### src/rtl/tight_acc_mem_rob.sv
// rtl/tight_acc_mem_rob.sv - in-order L2 transaction ID allocator and response reorder buffer
module tight_acc_mem_rob #(
  parameter int DEPTH = 16,
  parameter int DW    = 64,
  parameter int PADDR = 40
) (
  input  logic             clk,
  input  logic             rst_n,
  input  logic             acc_req_val,
  output logic             acc_req_rdy,
  input  logic [PADDR-1:0] acc_req_addr,
  output logic             mem_req_val,
  input  logic             mem_req_rdy,
  output logic [5:0]       mem_req_transid,
  output logic [PADDR-1:0] mem_req_addr,
  input  logic             mem_resp_val,
  input  logic [5:0]       mem_resp_transid,
  input  logic [DW-1:0]    mem_resp_data,
  output logic             acc_resp_val,
  input  logic             acc_resp_rdy,
  output logic [DW-1:0]    acc_resp_data,
  output logic [6:0]       outstanding,
  output logic             err_unexp_resp
);

  localparam int IW = $clog2(DEPTH);
  localparam int PW = IW + 1;

  logic [PW-1:0]    head;
  logic [PW-1:0]    tail;
  logic [PW-1:0]    count;
  logic [DEPTH-1:0] pending;
  logic [DEPTH-1:0] filled;
  logic [DEPTH-1:0] pending_nxt;
  logic [DEPTH-1:0] filled_nxt;
  logic [DW-1:0]    data_mem [DEPTH];
  logic [IW-1:0]    head_idx;
  logic [IW-1:0]    tail_idx;
  logic [IW-1:0]    resp_idx;
  logic             full;
  logic             alloc;
  logic             pop;
  logic             resp_in_range;
  logic             resp_ok;

  // Pointers carry a wrap bit so full and empty are distinguishable.
  assign count    = tail - head;
  assign full     = (count == PW'(DEPTH));
  assign head_idx = head[IW-1:0];
  assign tail_idx = tail[IW-1:0];
  assign resp_idx = mem_resp_transid[IW-1:0];

  assign mem_req_val     = acc_req_val & ~full;
  assign acc_req_rdy     = mem_req_rdy & ~full;
  assign mem_req_transid = 6'(tail_idx);
  assign mem_req_addr    = acc_req_addr;

  assign alloc = mem_req_val & mem_req_rdy;
  assign pop   = acc_resp_val & acc_resp_rdy;

  assign resp_in_range = ({1'b0, mem_resp_transid} < 7'(DEPTH));
  assign resp_ok       = mem_resp_val & resp_in_range & pending[resp_idx] & ~filled[resp_idx];

  assign acc_resp_val  = filled[head_idx];
  assign acc_resp_data = data_mem[head_idx];
  assign outstanding   = 7'(count);

  // Pop, allocate and response never target the same slot in one cycle.
  always_comb begin
    pending_nxt = pending;
    filled_nxt  = filled;
    if (pop) begin
      pending_nxt[head_idx] = 1'b0;
      filled_nxt[head_idx]  = 1'b0;
    end
    if (alloc) begin
      pending_nxt[tail_idx] = 1'b1;
      filled_nxt[tail_idx]  = 1'b0;
    end
    if (resp_ok) begin
      filled_nxt[resp_idx] = 1'b1;
    end
  end

  always_ff @(posedge clk or negedge rst_n) begin
    if (!rst_n) begin
      head           <= '0;
      tail           <= '0;
      pending        <= '0;
      filled         <= '0;
      err_unexp_resp <= 1'b0;
    end else begin
      if (alloc) begin
        tail <= tail + 1'b1;
      end
      if (pop) begin
        head <= head + 1'b1;
      end
      if (mem_resp_val && !resp_ok) begin
        err_unexp_resp <= 1'b1;
      end
      pending <= pending_nxt;
      filled  <= filled_nxt;
    end
  end

  // Payload storage needs no reset: a slot is only read once its filled bit is set.
  always_ff @(posedge clk) begin
    if (resp_ok) begin
      data_mem[resp_idx] <= mem_resp_data;
    end
  end

endmodule

### config.mk
export PLATFORM = sky130hd
export DESIGN_NAME = tight_acc_mem_rob
export DESIGN_NICKNAME = d
export VERILOG_FILES = /design/src/rtl/tight_acc_mem_rob.sv
export SDC_FILE = /design/constraint.sdc
export NUM_CORES = 1
export LEC_CHECK = 0
export CAP_MARGIN = 20
export CORE_MARGIN = 8
export CORE_UTILIZATION = 40
export CTS_CLUSTER_DIAMETER = 60
export DETAILED_ROUTE_END_ITERATION = 8
export GPL_TIMING_DRIVEN = 0
export PLACE_DENSITY = 0.71
export SKIP_LAST_GASP = 1
export SLEW_MARGIN = 20
export SYNTH_ARGS = -nofsm -noshare
export SYNTH_HDL_FRONTEND = slang
export SYNTH_SLANG_ARGS = --single-unit
### constraint.sdc
create_clock -name clk -period 7.5 [get_ports clk]
set_input_delay 0.75 -clock clk [delete_from_list [all_inputs] [get_ports clk]]
set_output_delay 0.75 -clock clk [all_outputs]
set_load 0.02 [all_outputs]
==> run_results.csv <==
group,metric,value,unit
grt,grt_max_degree,26,
final_layout,drive_gt1_share,33.4,%
synthesis,yosys.area.top_type_share,74.1,%
drt,wirelength,105000,µm
timing,rsz0062_at_grt,"no",
pwr,ir_drop,0.195,mV
final_layout,final_common_cell,"edfxtp_1",
pwr,power.leakage,16.1,nW
synthesis,synth.area.top_cells,"edfxtp_1 (74%), mux4_2 (18%), dfrtp_1 (2.6%)",
clock_tree,htreeDepth,3,
die,die-area,0.114,mm²
die,core_area,0.103,mm²
clock_tree,cts_sinks,1067,
drt,post_drt_wl_per_cell,28.2,µm
critical_path,slowest_stage,"clkbuf_1",
synthesis,syn_avg_cell_area,23.6,µm²
critical_path,critical-path-top-delay-family,"buffers and inverters",
timing,drv_slew,0,
status,outcome,"complete, no violations",
timing,slew_headroom,22.4,%
clock_tree,hold_buffers,0,
drt,drtAntennaViolNets,0,
synthesis,syn_area,0.0415,mm²
timing,worst_pin_slew,1.16,ns
die,start_util,40.2,%
place,pre_cts_ws,2.70,ns
clock_tree,numCtsBuffers,103,
drt,vias,20900,
final_layout,layout.nets,2381,
grt,grt_usage,17.9,%
synthesis,syn_inst,1762,
place,gp_congestion,0.853,
worst_hold_path,hp-class,"primary input to asynchronous set/reset pin",
drt,dr.pass1.iters,6,
timing,period_share,69.7,%
clock_tree,cts_resized,0,
clock_tree,insertion_delay,0.66,ns
place,hpwl,72400,µm
timing,hold_viol_final,0,
critical_path,endpoint_kind,"output port",
drt,drtIter0Drc,2753,
critical_path,cp_num_buf_inv,4,
synthesis,synth-async-reset-ratio,4.03,%
synthesis,synth_warnings,0,
critical_path,critical_path_class,"flip-flop to output port",
synthesis,yosys.area.top_type,"edfxtp_1",
die,rows,118,
grt,first_global_vias,21600,
clock_tree,tritoncts,"done",
final_layout,fin_util,48.4,%
critical_path,critPathMaxFanout,10,
clock_tree,postCtsSetupRepairBufs,0,
critical_path,crit_required,6.75,ns
drt,drt-vias-per-instance,5.62,
synthesis,seq_area_frac_synth,76.7,%
clock_tree,clk_path_buf_depth,3,
drt,post-route-drc-count,0,
final_layout,syn2layout_area_growth,20.4,%
timing,fin_crit,5.23,ns
final_layout,mostFrequentLayoutCells,"edfxtp_1 (1024), mux4_2 (324), clkdlybuf4s50_1 (191)",
critical_path,slowest_delay,0.92,ns
synthesis,synth-edff-count,1024,
pwr,power_density,306,mW/mm²
die,die_x,338,µm
timing,setup_slack,2.27,ns
critical_path,arrival,4.48,ns
synthesis,synthFlopType,"edfxtp_1",
synthesis,synth_cell_type_count,54,
critical_path,crit_chain,"buf_2 > clkbuf_1 > clkbuf_1 > mux4_2 > mux4_2 > clkdlybuf4s50_1",
timing,hold_slack,0.0515,ns
clock_tree,clkTransAtPathRegs,0.06,ns
die,io_pins,237,
timing,finalClockSkew,0.0194,ns
critical_path,worstSetupStartpointType,"flip-flop",
place,io_buffers,192,
timing,fmax,0.191,GHz
die,die_h,338,µm
grt,grt_antenna_before_repair,13,
synthesis,synth_seq_cells,1067,
grt,gr-total-overflow,0,
clock_tree,clockRootBuffer,"clkbuf_16",
run,drv_cap,0,
grt,grt_pass1_wl,152000,µm
timing,finalSetupViolations,0,
[cell families after synthesis]
group	synth area share (%)
mux	18.2
buf+inv	1.97
fa+ha+maj	0.410
xor+xnor	0.211
simple gates	1.35
compound gates	1.18
other cells	0.00904
flops	76.7
[routing by layer]
| layer | up-vias | part of all wire (%) | global-route usage, % | routed length [µm] |
|---|---|---|---|---|
| li1 | 8480 | - | - | - |
| met3 | 160 | 10 | 4.61 | 10900 |
| met4 | 2 | 2.2 | 4.30 | 2310 |
| met1 | 11000 | 39 | 24.1 | 41200 |
| met2 | 1228 | 48 | 29.1 | 50500 |
| met5 | - | 0.012 | 0 | 13 |
[worst reg2reg max path, cell delays in order (launching register included)]
cell	delay, ns
dfrtp_1	0.44
inv_2	0.22
buf_2	0.45
buf_2	0.57
ha_1	0.38
nor2_1	0.11
a21oi_1	0.06
xnor2_1	0.24
and3b_1	0.21
clkbuf_1	0.28
clkbuf_1	0.40
o21ai_0	0.25
o31ai_1	0.14
[cells in the mapped netlist, drive strengths merged, types with 7 or more instances]
| cell type | n |
|---|---|
| mux2i | 8 |
| o21ai | 39 |
| nor2 | 13 |
| clkbuf | 41 |
| edfxtp | 1024 |
| nand2 | 27 |
| dfrtp | 43 |
| nor3 | 11 |
| ha | 12 |
| nand3 | 14 |
| nand2b | 7 |
| mux4 | 328 |
| inv | 10 |
| buf | 99 |
| o21a | 7 |
[metrics by stage]
| stage | power [mW] | TNS, ns | area [µm²] | cells |
|---|---|---|---|---|
| finish | 15.3 | 0 | 50000 | 3724 |
| global route | 15.8 | 0 | 49900 | 3713 |
| CTS | 15.4 | 0 | 49900 | 3712 |
| detailed placement | 10.4 | 0 | 46700 | 3526 |
| global placement | 10.4 | -6948.32 | 45200 | 3337 |
| floorplan | 9.07 | -345.13 | 41500 | 1765 |
[worst paths after layout]
check | start | endpoint | slack [ns] | cells past startpoint
worst min register to register | err_unexp_resp | err_unexp_resp | 0.46 | 1
min in group clk | err_unexp_resp | err_unexp_resp | 0.46 | 1
worst min-delay path | rst_n | tail[2] | 0.05 | 1
worst max-delay path | head[1] | acc_resp_data[61] | 2.27 | 6
worst max register to register | head[3] | filled[8] | 3.65 | 12
max in group asynchronous | rst_n | filled[6] | 6.93 | 2
[cell type report]
type	count	area (µm²)
antenna	11	27.5
buffer	140	785
clock buffer	126	2720
clock inverter	60	513
fill	8119	53200
inverter	10	37.5
multi-input combinational	548	8960
sequential	1067	31800
tap	1380	1730
timing repair buffer	382	3380
[power breakdown]
group | switching, mW | internal, mW | leakage (nW)
clock | 2.18 | 2.82 | 1.57
sequential | 0.0739 | 6.63 | 9.75
combinational | 1.85 | 1.72 | 4.77
[state kept, by name (all words and copies together), names as in the netlist]
register,flops
head,5
tail,5
filled,16
pending,16
data_mem,1024
err_unexp_resp,1
No activity file was read; power rests on OpenSTA's default activity.
